$ cat config.mk
export PLATFORM = sky130hd
export DESIGN_NAME = note_tone_player
export DESIGN_NICKNAME = d
export VERILOG_FILES = /design/src/rtl/note_pkg.sv /design/src/rtl/us_tick_gen.sv /design/src/rtl/note_tone_player.sv
export SDC_FILE = /design/constraint.sdc
export NUM_CORES = 1
export LEC_CHECK = 0
export CAP_MARGIN = 15
export CORE_UTILIZATION = 55
export DETAILED_ROUTE_END_ITERATION = 10
export PLACE_DENSITY_LB_ADDON = 0.1
export SLEW_MARGIN = 20
export SYNTH_ARGS = -nofsm -noshare
export SYNTH_HDL_FRONTEND = slang
export SYNTH_HIERARCHICAL = 1
export SYNTH_SLANG_ARGS = --single-unit
$ cat constraint.sdc
create_clock -name clk -period 3.9 [get_ports clk]
set_input_delay 0.78 -clock clk [delete_from_list [all_inputs] [get_ports clk]]
set_output_delay 0.78 -clock clk [all_outputs]
set_load 0.02 [all_outputs]
$ cat src/rtl/note_pkg.sv
// rtl/note_pkg.sv - shared states, note codes and half-period table for the tone player
package note_pkg;

   typedef enum logic [1:0] {
      IDLE,
      PLAY,
      GAP,
      DONE
   } state_t;

   localparam logic [3:0] NOTE_REST = 4'd0;
   localparam logic [3:0] NOTE_C4   = 4'd1;
   localparam logic [3:0] NOTE_D4   = 4'd2;
   localparam logic [3:0] NOTE_E4   = 4'd3;
   localparam logic [3:0] NOTE_F4   = 4'd4;
   localparam logic [3:0] NOTE_G4   = 4'd5;
   localparam logic [3:0] NOTE_A4   = 4'd6;
   localparam logic [3:0] NOTE_B4   = 4'd7;
   localparam logic [3:0] NOTE_C5   = 4'd8;

   localparam int HP_TABLE_W = 11;

   // Half period in microseconds; rest codes return 0 and are never toggled.
   function automatic logic [HP_TABLE_W-1:0] half_period(input logic [3:0] code);
      case (code)
         NOTE_C4: return 11'd1911;
         NOTE_D4: return 11'd1703;
         NOTE_E4: return 11'd1517;
         NOTE_F4: return 11'd1432;
         NOTE_G4: return 11'd1276;
         NOTE_A4: return 11'd1136;
         NOTE_B4: return 11'd1012;
         NOTE_C5: return 11'd956;
         default: return '0;
      endcase
   endfunction

   function automatic logic is_tone(input logic [3:0] code);
      return (code >= NOTE_C4) && (code <= NOTE_C5);
   endfunction

endpackage

$ cat src/rtl/us_tick_gen.sv
// rtl/us_tick_gen.sv - synchronizes the 1 MHz divider output and emits one pulse per rising edge
module us_tick_gen (
   input  logic clk,
   input  logic rst,
   input  logic clk_1m_in,
   output logic us_tick
);

   logic sync1;
   logic sync2;
   logic dly;

   // Two flops for metastability, a delay flop for edge detect, registered tick pulse
   always_ff @(posedge clk or posedge rst) begin
      if (rst) begin
         sync1   <= 1'b0;
         sync2   <= 1'b0;
         dly     <= 1'b0;
         us_tick <= 1'b0;
      end else begin
         sync1   <= clk_1m_in;
         sync2   <= sync1;
         dly     <= sync2;
         us_tick <= sync2 & ~dly;
      end
   end

endmodule

$ cat src/rtl/note_tone_player.sv
// rtl/note_tone_player.sv - note request FSM and square-wave generator; NOTE_GAP_EN adds a silent gap after each note
module note_tone_player
   import note_pkg::*;
#(
   parameter int US_PER_MS = 1000,
   parameter int DUR_W     = 10,
   parameter int HP_W      = 11,
   parameter int GAP_MS    = 20
) (
   input  logic             clk,
   input  logic             rst,
   input  logic             clk_1m_in,
   input  logic             note_valid,
   output logic             note_ready,
   input  logic [3:0]       note_code,
   input  logic [DUR_W-1:0] dur_ms,
   input  logic             abort,
   output logic             audio_out,
   output logic             busy,
   output logic             note_done
);

   localparam int US_W = $clog2(US_PER_MS);

   state_t           state;
   state_t           next_state;
   logic             us_tick;
   logic [US_W-1:0]  us_cnt;
   logic [DUR_W-1:0] ms_cnt;
   logic [DUR_W-1:0] ms_next;
   logic [DUR_W-1:0] dur_q;
   logic [HP_W-1:0]  half_cnt;
   logic [HP_W-1:0]  hp;
   logic [3:0]       code_q;
   logic             accept;
   logic             ms_wrap;
   logic             play_end;
   logic             gap_end;
   logic             tone;

   us_tick_gen u_tick (
      .clk       (clk),
      .rst       (rst),
      .clk_1m_in (clk_1m_in),
      .us_tick   (us_tick)
   );

   assign note_ready = (state == IDLE) && !abort;
   assign accept     = note_valid && note_ready;
   assign ms_next    = ms_cnt + 1'b1;
   assign ms_wrap    = us_tick && (us_cnt == US_W'(US_PER_MS - 1));
   // Equality compare only: the counter never runs past the target
   assign play_end   = ms_wrap && (ms_next == dur_q);
   assign gap_end    = ms_wrap && (ms_next == DUR_W'(GAP_MS));
   assign hp         = HP_W'(half_period(code_q));
   assign tone       = is_tone(code_q);

   // State register
   always_ff @(posedge clk or posedge rst) begin
      if (rst) state <= IDLE;
      else     state <= next_state;
   end

   // Next-state logic and state-decoded status outputs
   always_comb begin
      next_state = state;
      busy       = (state != IDLE);
      note_done  = (state == DONE);
      if (abort) begin
         next_state = IDLE;
      end else begin
         case (state)
            IDLE: if (accept) next_state = (dur_ms == '0) ? DONE : PLAY;
            PLAY: if (play_end)
`ifdef NOTE_GAP_EN
               next_state = GAP;
`else
               next_state = DONE;
`endif
            GAP:  if (gap_end) next_state = DONE;
            DONE: next_state = IDLE;
            default: next_state = IDLE;
         endcase
      end
   end

   // Request latch, us/ms/half-period counters and the audio toggle
   always_ff @(posedge clk or posedge rst) begin
      if (rst) begin
         code_q    <= '0;
         dur_q     <= '0;
         us_cnt    <= '0;
         ms_cnt    <= '0;
         half_cnt  <= '0;
         audio_out <= 1'b0;
      end else if (abort) begin
         us_cnt    <= '0;
         ms_cnt    <= '0;
         half_cnt  <= '0;
         audio_out <= 1'b0;
      end else begin
         case (state)
            IDLE: if (accept) begin
               code_q    <= note_code;
               dur_q     <= dur_ms;
               us_cnt    <= '0;
               ms_cnt    <= '0;
               half_cnt  <= '0;
               audio_out <= 1'b0;
            end
            PLAY, GAP: if (us_tick) begin
               if (ms_wrap) begin
                  us_cnt <= '0;
                  ms_cnt <= ms_next;
               end else begin
                  us_cnt <= us_cnt + 1'b1;
               end
               // End of a phase clears the counters so the gap reuses them from zero
               if ((state == PLAY && play_end) || (state == GAP && gap_end)) begin
                  us_cnt    <= '0;
                  ms_cnt    <= '0;
                  half_cnt  <= '0;
                  audio_out <= 1'b0;
               end else if (state == PLAY && tone) begin
                  if (half_cnt == hp - 1'b1) begin
                     audio_out <= ~audio_out;
                     half_cnt  <= '0;
                  end else begin
                     half_cnt <= half_cnt + 1'b1;
                  end
               end else begin
                  audio_out <= 1'b0;
               end
            end
            default: ;
         endcase
      end
   end

endmodule

=== After elaboration in Yosys (flattened, before gate mapping) ===
Memories as Yosys holds them, arrays and structs flattened.
Cells that the tools add are included.

* Reduce and logical (&&, ||, !) cells: 22
* Equal/unequal tests: 14
* Div/mod/pow operators: 0
* Magnitude comparators: 2
* Shift operators: 0
* Mux-type cells: 31
* Bitwise gates (word level): 4
* Multiply operators: 0
* $add $sub $neg: 4

{| class="wikitable"
|+ Operator list
! operator !! count
|-
| $mux W10 || 9
|-
| $mux W11 || 6
|-
| $pmux W10 S2 || 2
|-
| $pmux W11 S2 || 1
|-
| $add A10 B1 Y10 const B || 2
|-
| $reduce_and A4 Y1 || 3
|-
| $add A11 B1 Y11 const B || 1
|-
| $eq A11 B11 Y1 || 1
|-
| $sub A11 B1 Y11 const B || 1
|-
| $eq A10 B10 Y1 || 1
|-
| $eq A10 B10 Y1 const B || 1
|-
| $eq A10 B5 Y1 const B || 1
|-
| $logic_not A10 Y1 || 1
|-
| $mux W2 || 5
|-
| $logic_and A1 B1 Y1 || 9
|-
| $ne A3 B3 Y1 const B || 3
|-
| $reduce_and A3 Y1 || 3
|-
| $ne A4 B4 Y1 const B || 2
|-
| $pmux W2 S4 || 1
|-
| $mux W1 || 6
|-
| $ne A5 B5 Y1 const B || 1
|-
| $eq A2 B2 Y1 const B || 2
|-
| $ge A4 B1 Y1 const B || 1
|-
| $le A4 B4 Y1 const B || 1
|-
| other kinds (11) || 13
|}

* Memories kept: 1
* Bits in read-only memories: 176
* Bits in latches: 0
* Word-level logic and storage cells: 89
* Input port bits: 19
* Bits in writable memories: 0
* Register bits: 52

{| class="wikitable"
|+ Memory list
! name !! depth !! bits a word !! read ports !! clocked after memory_dff !! write ports !! line !! RTL
|-
| (no name shown) || 16 || 11 || 1 || 0 || 0 || note_pkg.sv:25 || <nowiki>case (code)</nowiki>
|}

=== Longest topological paths before layout ===
* Word-level depth: 9
* Gate-level depth with buffers: 13

=== By module ===
The synthesis kept the hierarchy.

{| class="wikitable"
|+ Modules (own cells, without submodules)
! module !! cells an instance !! area each (µm²) !! instances !! seq. area each (µm²)
|-
| note_tone_player || 418 || 3712.3 || 1 || 1201.2
|-
| us_tick_gen || 6 || 117.6 || 1 || 100.1
|}

=== Worst setup path before layout ===
Ideal clock, no wire load.

* Kind: register to register
* Start point: register code_q[0]
* End point: register audio_out
* Period minus slack after synthesis: 2.938 ns
* Arrival time: 2.817 ns
* Stages on the path, launching flop included: 12
* Path buffers: 1
* Setup slack: 0.962 ns
* Data required time: 3.779 ns
* Cells stage by stage: dfrtp_1 -> inv_1 -> ha_1 -> buf_2 -> and4bb_1 -> a221oi_4 -> nor4_1 -> or3_4 -> a311oi_4 -> o2111ai_4 -> a31o_1 -> a22o_1

* Longest elaborated chain between the ends: 8

{| class="wikitable"
|+ Ends and longest elaborated chain
! item !! line !! RTL
|-
| start: declaration || note_tone_player.sv:34 || <nowiki>logic [3:0] code_q;</nowiki>
|-
| start signal: assignment || note_tone_player.sv:104 || <nowiki>code_q <= note_code;</nowiki>
|-
| branches (longest 8 deep; another with $mem_v2 Z16 W11) || n/a ||
|-
| end signal: assignment || note_tone_player.sv:126 || <nowiki>audio_out <= ~audio_out;</nowiki>
|-
| end: declaration || note_tone_player.sv:18 || <nowiki>output logic audio_out,</nowiki>
|}

Parallel ways; which one is timed is not known. The select of a mux whose other input is x is not followed.
A chain may end at the register's enable or synchronous reset.

=== Final worst setup path ===
Same ends and word-level chain as after synthesis.

==> Flow_metrics.wiki <==
{| class="wikitable"
! Metric !! Value
|-
| Status || completed
|-
| Net switching power || 1.11 mW
|-
| DIE HEIGHT || 85.4 microns
|-
| Number of clock buffers inserted by TritonCTS || 5
|-
| Peak fanout along the critical path || 18
|-
| Largest net degree at the start of global routing || 49
|-
| Total power after layout || ~2.5 mW
|-
| Highest ir drop seen on vdd || 0.303 mV
|-
| Iteration-0 DRC Markers || 135
|-
| Capturing element type of the critical path || register
|-
| Power per Cell Area || 593 nW/um^2
|-
| Setup clock skew after layout || between 15 and 20 ps
|-
| Ports placed on the boundary || 23
|-
| Initial DRT Pass Iterations || 4
|-
| Final wirelength || 8.36 mm
|-
| FILL cells || 618
|-
| Via Count || 3164
|-
| # clock sinks || 52
|-
| Kind of critical path || reg -> reg
|-
| Top area cells in the synthesized netlist || sky130_fd_sc_hd__dfrtp_1 (34%), sky130_fd_sc_hd__mux2_2 (5.3%), sky130_fd_sc_hd__ha_1 (4.9%)
|-
| Netlist area before placement || ~3800 sq um
|-
| Core ar. || 6760 sq um
|-
| Logic gate share of total power || 0.542
|-
| Vias in the first global route || 2890
|-
| P_leak || 1.73 nW
|-
| Highest attainable clock frequency || 0.299 GHz
|-
| Die outline area || 7300 sq um
|-
| Area delta synth->final || 9.08%
|-
| Count of nets after finishing || about 470
|-
| Commonest cells after routing, fill and taps aside || sky130_fd_sc_hd__dfrtp_1 (52), sky130_fd_sc_hd__nand2_1 (34), sky130_fd_sc_hd__nor2_1 (26), sky130_fd_sc_hd__inv_1 (25), sky130_fd_sc_hd__nand3_1 (24)
|-
| Seq cells post-synth || 52
|-
| Library cells used by synthesis || 64
|-
| Setup repair after global routing missed its margin || no
|-
| Starting density of the core || 0.567
|-
| Number of max-slew violations in the final report || 0
|-
| Routability congestion estimate || 0.879
|-
| Type of element launching the critical path || register
|-
| Gates resized, CTS repair || 0
|-
| Aggregate negative setup slack || 0 ps
|-
| Tot GR Track Use || 0.245
|-
| Clock tree from TritonCTS || built
|-
| Port-buffer cells || 22
|-
| Maximum buffer depth of the clock tree || 2
|-
| Type of the worst min-delay path || reg -> reg
|-
| Max_cap viols || 0
|-
| Slew @ Worst Pin || 815 ps
|-
| Number of hold buffers added after CTS || 0
|-
| Setup-failing EPs final || 0
|-
| Synth Net Count || ~460
|-
| Number of instances in the synthesized netlist || 424
|-
| Period utilisation layout || 0.859
|-
| Switching fraction of total power || 0.447
|-
| Per-instance average area after synthesis || approximately 9 sq um
|-
| Global route overflow || 0
|-
| Final-report hold violation count || 0
|-
| Initial antenna violation count || 0
|-
| Reg power frac || 0.325
|-
| Sequential fraction of the synthesis area || 0.340
|-
| Row count || 30
|-
| CTS H-tree depth || 2
|-
| Dominant cell type by area after synthesis || sky130_fd_sc_hd__dfrtp_1
|-
| Most used DFF post-synth || sky130_fd_sc_hd__dfrtp_1
|-
| Synth async-reset ratio || 1.00
|-
| Clock power share || 0.133
|-
| Routed length per placed instance || 16.1 microns
|-
| Arrival time of data at the critical path endpoint || 3550 ps
|-
| Fraction of layout cells with a size suffix above 1 || 0.0977
|-
| Internal power || 1.37 mW
|-
| Clock input transition at the sequential cells of the worst setup and hold paths || around 100 ps
|-
| # DRC || 0
|-
| Number of diodes added for antenna fixing || 0
|-
| Min Clock Period, post-route || 3350 ps
|-
| Via-per-instance ratio || 6.08
|-
| Required time at the worst-slack endpoint || 4100 ps
|-
| Number of warnings printed during yosys synthesis || 6
|-
| Number of buffers inserted by post-CTS setup repair || 0
|-
| DP Wirelength || 6.29 mm
|-
| Leading cell type in the layout, fill and taps excluded || sky130_fd_sc_hd__dfrtp_1
|-
| First-pass GRT wire length || between 10 and 15 mm
|-
| Fraction of post-synthesis cell area in the top cell type by area || 0.340
|-
| Detail Route Antenna Nets || 0
|-
| Number of enable flip-flop cells after synthesis || 0
|-
| Headroom to the max-slew limit || 0.456
|-
| Clock insertion delay at the later pin of the skew report || 320 ps
|-
| CTS root buffer || sky130_fd_sc_hd__clkbuf_8
|-
| Die X-Extent || 85.4 microns
|}
-- cell type report --
| type | count | area, sq um | area share |
|---|---|---|---|
| well taps | 80 | 100 | 0.0240 |
| multi-input cells | 329 | 2340 | 0.560 |
| clock inverters | 3 | 26.3 | 0.00629 |
| clock buffers | 5 | 68.8 | 0.0165 |
| flip-flops and latches | 52 | 1300 | 0.311 |
| inverters | 26 | 98.8 | 0.0237 |
| repair buffers | 25 | 243 | 0.0581 |
-- cell families after synthesis --
| kind of cell | share of synthesized area |
|---|---|
| xor gates and xnor gates | 0.0732 |
| adders and majority gates | 0.0490 |
| muxes | 0.0791 |
| and+or+nand+nor | 0.241 |
| buffers and inverters | 0.0493 |
| DFF | 0.340 |
| AOI/OAI and AO/OA | 0.169 |
-- synth_stat cells, drive strengths merged, types with 8 or more instances --
master	count
nand2	34
mux2	18
ha	15
inv	26
and3	11
o21ai	23
mux2i	10
buf	10
nand4	11
nand3	24
nor2b	11
dfrtp	52
nand2b	9
nor3	12
xnor2	17
a31oi	8
xor2	15
nor2	27
a21oi	8
-- critical path, cell delays in order (launching register included) --
cell	delay (ps)
sky130_fd_sc_hd__dfrtp_1	460
sky130_fd_sc_hd__inv_1	120
sky130_fd_sc_hd__ha_1	340
sky130_fd_sc_hd__and4bb_1	280
sky130_fd_sc_hd__a221oi_4	340
sky130_fd_sc_hd__nor4_1	140
sky130_fd_sc_hd__or3_4	400
sky130_fd_sc_hd__a311oi_4	320
sky130_fd_sc_hd__o2111ai_4	320
sky130_fd_sc_hd__a31o_1	310
sky130_fd_sc_hd__a22o_1	220
-- power groups by stage --
stage                     combinational [mW]  clock [mW]  sequential, mW
after floorplan                         1.16           0           0.723
after global placement                  1.31           0           0.804
after detailed placement                1.33           0           0.814
after CTS                               1.34       0.336           0.803
after global routing                    1.48       0.359           0.822
final                                   1.34       0.328           0.805
-- worst paths after layout --
kind                                   startpoint                     end  slack [ps]  cells after the start
min in group asynchronous                     rst    u_tick/dly$_DFF_PP0_         690                      2
min                        u_tick/sync1$_DFF_PP0_  u_tick/sync2$_DFF_PP0_         360                      0
min reg2reg                u_tick/sync1$_DFF_PP0_  u_tick/sync2$_DFF_PP0_         360                      0
max in group asynchronous                     rst   audio_out$_DFFE_PP0P_        2470                      2
max                         code_q[0]$_DFFE_PP0P_   audio_out$_DFFE_PP0P_         550                     10
max reg2reg                 code_q[0]$_DFFE_PP0P_   audio_out$_DFFE_PP0P_         550                     10
-- sequential cells by signal, summed over array words and instances, names as in the netlist, 2 cells and up --
name,flops
half_cnt,11
dur_q,10
ms_cnt,10
us_cnt,10
code_q,4
state,2
-- metrics by stage --
step / instances / hold slack (ps) / setup slack (ps) / cell area [sq um] / utilization
global placement: 512 / 335 / 689 / 4080 / 0.604
detailed placement: 512 / 340 / 599 / 4080 / 0.604
CTS: 520 / 364 / 579 / 4180 / 0.618
floorplan: 424 / 331 / 962 / 3830 / -
finish: 520 / 359 / 550 / 4180 / 0.618
global route: 520 / 367 / 354 / 4180 / 0.618
-- routing by layer --
layer / vias up / global-route usage / share of wire
met5: - / 0 / 0
met4: 0 / 0.0682 / 0.015
met2: 35 / 0.438 / 0.53
met1: 1557 / 0.308 / 0.44
li1: 1563 / - / -
met3: 9 / 0.0360 / 0.020
No activity file was read; power rests on OpenSTA's default activity.
